$ cat src/rtl/lamp_state_pkg.sv
// ============================================================================
// Module      : lamp_state_pkg
// Description : Shared constants and types for the lamp-bank driver.
// Revision    : 1.0 - initial release
// ============================================================================
`default_nettype none

package lamp_state_pkg;

    localparam int c_n_lamps = 16;
    localparam int c_sel_w   = 4;

    typedef logic [c_n_lamps-1:0] lamp_vec_t;

endpackage

`default_nettype wire

$ cat src/rtl/lamp_state_therm_decode.sv
// ============================================================================
// Module      : therm_decode
// Description : Combinational count-to-thermometer decoder with saturation.
// Revision    : 1.0 - initial release
// ============================================================================
`default_nettype none

module therm_decode
    import lamp_state_pkg::*;
#(
    parameter int N_LAMPS = c_n_lamps,
    parameter int SEL_W   = c_sel_w
) (
    input  logic [SEL_W-1:0]   count,
    output logic [N_LAMPS-1:0] therm
);

    // Counts at or above N_LAMPS light every bit, so saturation falls out of
    // the per-bit compare without a separate clamp.
    logic [31:0] w_count;
    assign w_count = 32'(count);

    for (genvar i = 0; i < N_LAMPS; i++) begin : g_bit
        localparam logic [31:0] c_idx = 32'(i);
        assign therm[i] = (w_count > c_idx);
    end

endmodule

`default_nettype wire

$ cat src/rtl/lamp_state.sv
// ============================================================================
// Module      : lamp_state
// Description : Registered thermometer lamp driver with all-off/all-on flags.
// Revision    : 1.0 - initial release
// ============================================================================
`default_nettype none

module lamp_state
    import lamp_state_pkg::*;
#(
    parameter int N_LAMPS = c_n_lamps,
    parameter int SEL_W   = c_sel_w
) (
    input  logic               clk,
    input  logic               rst,
    input  logic [SEL_W-1:0]   active_lights,
    output logic [N_LAMPS-1:0] lights_state,
    output logic               all_off,
    output logic               all_on
);

    logic [N_LAMPS-1:0] w_next;
    logic [N_LAMPS-1:0] r_lights;
    logic               r_all_off;
    logic               r_all_on;

    therm_decode #(
        .N_LAMPS (N_LAMPS),
        .SEL_W   (SEL_W)
    ) u_therm_decode (
        .count (active_lights),
        .therm (w_next)
    );

    // Flags derive from the decoded value so they register in step with it.
    always_ff @(posedge clk) begin
        if (rst) begin
            r_lights  <= '0;
            r_all_off <= 1'b1;
            r_all_on  <= 1'b0;
        end else begin
            r_lights  <= w_next;
            r_all_off <= (w_next == '0);
            r_all_on  <= (w_next == '1);
        end
    end

    assign lights_state = r_lights;
    assign all_off      = r_all_off;
    assign all_on       = r_all_on;

endmodule

`default_nettype wire

$ cat config.mk
export PLATFORM = sky130hd
export DESIGN_NAME = lamp_state
export DESIGN_NICKNAME = d
export VERILOG_FILES = /design/src/rtl/lamp_state_pkg.sv /design/src/rtl/lamp_state_therm_decode.sv /design/src/rtl/lamp_state.sv
export SDC_FILE = /design/constraint.sdc
export NUM_CORES = 1
export LEC_CHECK = 0
export BUFFER_PORTS_ARGS = -buffer_cell sky130_fd_sc_hd__buf_2
export CORE_AREA = 2 2 39 41
export DETAILED_ROUTE_END_ITERATION = 12
export DIE_AREA = 0 0 41 43
export PLACE_DENSITY = 0.79
export SLEW_MARGIN = 10
export SYNTH_ARGS = -nofsm -noshare
export SYNTH_HDL_FRONTEND = slang
export SYNTH_SLANG_ARGS = --single-unit
$ cat constraint.sdc
create_clock -name clk -period 1.78 [get_ports clk]
set_clock_uncertainty 0.05 [all_clocks]
set_input_delay 0.356 -clock clk [delete_from_list [all_inputs] [get_ports clk]]
set_output_delay 0.356 -clock clk [all_outputs]
set_load 0.05 [all_outputs]
# After elaboration in Yosys (flattened, before gate mapping)
# Index checks and enable logic that the tools add are counted.
[word_totals]
register_bits = 18
inputBits = 6
output_inout_bits = 18
wordCells = 21
[classes]
order_cmp = 16
n_eq_ne = 1
n_reduce_logical = 1
[ops]
columns = ["cell", "count"]
rows = [
  ["greater-than comparator 4 bit (second input constant)", 8],
  ["== test 16 bit (second input constant)", 1],
  ["greater-than comparator 4 x 3 -> 1 bit (second input constant)", 4],
  ["logical NOT 16 bit", 1],
  ["greater-than comparator 4 x 1 -> 1 bit (second input constant)", 2],
  ["greater-than comparator 4 x 2 -> 1 bit (second input constant)", 2],
]

# Logic depth before layout (Yosys ltp)
[depth]
word_depth = 2
depth_mapped = 3
depth_no_buf = 2

# By module
# From an unflattened synthesis, not the netlist that was laid out.
[unflattened]
cells_unflattened = 72
hier_area_um2 = 704.4
[by_module_without_submodules]
columns = ["mod", "instances", "cells_each", "area_each_um2", "seq_area_each_um2"]
rows = [
  ["lamp_state", 1, 46, 553.0, 360.3],
  ["therm_decode", 1, 26, 151.4, 0.0],
]

# Worst setup path after synthesis
# OpenSTA, ideal clock, no wires.
[synth_path]
path_kind = "register -> output"
startpoint = "register r_all_off, in the netlist all_off"
endpoint = "output port all_off"
arrival_time_ps = 587
required_time_ps = 1374
path_slack_ps = 787
stages_incl_launch_ff = 1
n_path_buf = 0
path_cell_list = "dfxtp_1"
[synth_lines]
columns = ["element", "line_no", "text"]
rows = [
  ["from (decl)", "lamp_state.sv:24", "logic r_all_off;"],
  ["from (signal assigned)", "lamp_state.sv:43", "r_all_off <= (w_next == '0);"],
  ["to (decl)", "lamp_state.sv:18", "output logic all_off,"],
]
# No word-level cell between the ends.

# Worst setup path after layout
[layout_path]
startpoint = "register r_lights[2], in the netlist lights_state[2]"
endpoint = "output port lights_state[2]"
[layout_lines]
columns = ["element", "line_no", "text"]
rows = [
  ["from (decl)", "lamp_state.sv:23", "logic [N_LAMPS-1:0] r_lights;"],
  ["from (signal assigned)", "lamp_state.sv:42", "r_lights <= w_next;"],
  ["to (decl)", "lamp_state.sv:17", "output logic [N_LAMPS-1:0] lights_state,"],
]
# No word-level cell between the ends.

==> metrics.log <==
INFO  metric timing.critical_path.cells = buf_2
INFO  metric wire_length_of_the_first_global_routing_pass = 1260 um
INFO  metric grt_pass1_vias = 301
INFO  metric sum_of_routed_wire_length_over_all_layers = 807 um
INFO  metric min_path_type = input pin to flop
INFO  metric critical-path-max-stage-delay = 0.32 ns
INFO  metric ctsRootBufferMaster = sky130_fd_sc_hd__clkbuf_4
INFO  metric hpwl_after_detailed_placement = 662 um
INFO  metric cts.htree.levels = 1
INFO  metric layout_commonest_cell = sky130_fd_sc_hd__buf_2
INFO  metric vias_per_cell = 4.41
INFO  metric critical_path.max_fanout = 1
INFO  metric synth_area_per_cell = 10.2 sq um
INFO  metric synth_largest_type_area_fraction = 62.7%
INFO  metric worstPathArrival = 0.85 ns
INFO  metric ios = 24
INFO  metric ant_nets = 0
INFO  metric ff_latch_area = 320 sq um
INFO  metric post_synth_inst_count = 50
INFO  metric grtUsageMet2 = 15.9%
INFO  metric die_h = 43 um
INFO  metric most-common-layout-cells = sky130_fd_sc_hd__buf_2, sky130_fd_sc_hd__dfxtp_1, sky130_fd_sc_hd__nor2_1, sky130_fd_sc_hd__a21oi_1, sky130_fd_sc_hd__clkbuf_4
INFO  metric hold_path_end = lights_state[5]
INFO  metric wl_per_cell = 9.28 um
INFO  metric setup_violations = 0
INFO  metric cts_tree = done
INFO  metric timing.setup.tns = 0 ns
INFO  metric drt_iter0_drc = 3
INFO  metric crit_type = flop to output pin
INFO  metric place.gp.congestion = 0.683
INFO  metric grtUsageTotal = 11.1%
INFO  metric worst_ir_drop_vdd = 299 uV
INFO  metric maxCapViolations = 0
INFO  metric timing.hold.worst_path_depth = 2
INFO  metric multi_input_area = 148 sq um
INFO  metric clock_path_buffers = 2
INFO  metric clkSlewWorstSetupHoldPaths = 0.08 ns
INFO  metric cp.buffers_inverters = 1
INFO  metric met3_usage = 3.14%
INFO  metric grt_max_degree = 10
INFO  metric outcome = completed
INFO  metric report.power.total = 748 uW
INFO  metric rsz_0062_raised_after_global_routing = false
INFO  metric coreArea = 1380 sq um
INFO  metric fin_crit_sh = 70.8%
INFO  metric synth_sequential_area_ratio = 62.7%
INFO  metric critPathCaptureType = output pin
INFO  metric post_route_cells_drive_above_1_share = 40.8%
INFO  metric hold-worst-slack = 0.286 ns
INFO  metric numPortBuffers = 21
INFO  metric grt_util_met1 = 12.4%
INFO  metric drv_slew = 0
INFO  metric cts_setup_buffers = 0
INFO  metric grt_most_used_layer = met2
INFO  metric number_of_cells_upsized_or_downsized_after_cts = 0
INFO  metric yosys_warnings = 0
INFO  metric number_of_remaining_drc_errors = 0
INFO  metric setup.worst_path.start_class = flop
INFO  metric dieWidth = 41 um
INFO  metric critical-path-top-delay-family = flip-flops
INFO  metric syn2layout_area_growth = 24.8%
INFO  metric leakage = 0.336 nW
INFO  metric grt_overflow_total = 0
INFO  metric cts_buffers = 3
INFO  metric starting_density = 36.9%
INFO  metric crit_required = 1.37 ns
INFO  metric cts_hold_buf = 0
INFO  metric floorplan.die_area = 1760 sq um
INFO  metric power_density = 1170 nW/um^2
INFO  metric dr_total_vias = 384
INFO  metric timing.final.crit_period = 1.26 ns
INFO  metric clkSinkCount = 16
INFO  metric fin_util = 46.0%
INFO  metric synth-seq-cells = 16
INFO  metric placement_rows = 14
INFO  metric post-synth-top-area-cell = sky130_fd_sc_hd__dfxtp_1
INFO  metric fill_cells = 135
INFO  metric drt_pre_antenna_iters = 4
INFO  metric num-nets-final = 78
INFO  metric antenna_found_initial = 0
INFO  metric synth_area_leaders = sky130_fd_sc_hd__dfxtp_1, sky130_fd_sc_hd__nor2_1, sky130_fd_sc_hd__nand2b_4, sky130_fd_sc_hd__buf_4, sky130_fd_sc_hd__a21oi_1
INFO  metric max_freq = 0.794 GHz
INFO  metric hold_violations = 0
INFO  metric antennaDiodeCount = 0
INFO  metric post_synth_instance_area = 510 sq um
INFO  metric crit_slowest_cell = sky130_fd_sc_hd__dfxtp_1
INFO  metric ys_types = 15
INFO  metric hp-start = rst
==> logic make-up (layout without fill, tap and decap cells) <==
family | after synthesis | count (layout) | share of synthesized area, %
compound gates | 7 | 7 | 7.35
buf+inv | 7 | 27 | 9.07
flops | 16 | 16 | 62.7
other cells | 1 | 2 | 0.735
simple gates | 19 | 19 | 20.1
==> state kept, by name, indices dropped and copies added (netlist names) <==
register      cells
lights_state     15
all_off           1
==> stage by stage <==
| step | instance area, sq um | instances | setup slack (ns) |
|---|---|---|---|
| floorplan | 514 | 51 | 0.787 |
| global placement | 601 | 83 | 0.830 |
| detailed placement | 601 | 83 | 0.806 |
| CTS | 637 | 87 | 0.499 |
| global route | 637 | 87 | 0.469 |
| finish | 637 | 87 | 0.520 |
==> cells in the mapped netlist, drive strengths merged <==
cell    count
a21o        1
a21oi       4
buf         5
conb        1
dfxtp      16
inv         2
nand2       2
nand2b      2
nand3b      1
nor2       12
nor3        2
o21ai       2
==> report_power, final <==
part / total [mW] / switching [mW] / internal (mW) / leakage, nW
Combinational: 0.140 / 0.110 / 0.0292 / 0.181
Sequential: 0.381 / 0.00392 / 0.377 / 0.133
Clock: 0.227 / 0.102 / 0.124 / 0.0210
Total: 0.748 / 0.217 / 0.531 / 0.336
==> layer usage <==
layer,up-vias,wire [um]
met2,18,394
li1,193,-
met5,-,0
met4,0,27
met1,169,307
met3,4,78
==> layout make-up <==
cell class                 instances  area share, %
inverter                           2           1.18
sequential                        16           50.3
timing repair buffer              21           16.5
multi-input combinational         28           23.2
clock buffer                       4           5.70
tap                               16           3.14
==> worst max path at each step <==
stage	start	end	slack, ns	depth (start not counted)
finish	lights_state[2]	lights_state[2]	0.52	1
detailed placement	active_lights[2]	all_off	0.81	3
global route	lights_state[8]	lights_state[8]	0.47	1
global placement	rst	lights_state[6]	0.83	3
CTS	lights_state[2]	lights_state[2]	0.50	1
floorplan	all_off	all_off	0.79	0
Note: power is estimated with default switching activity, not from simulation.
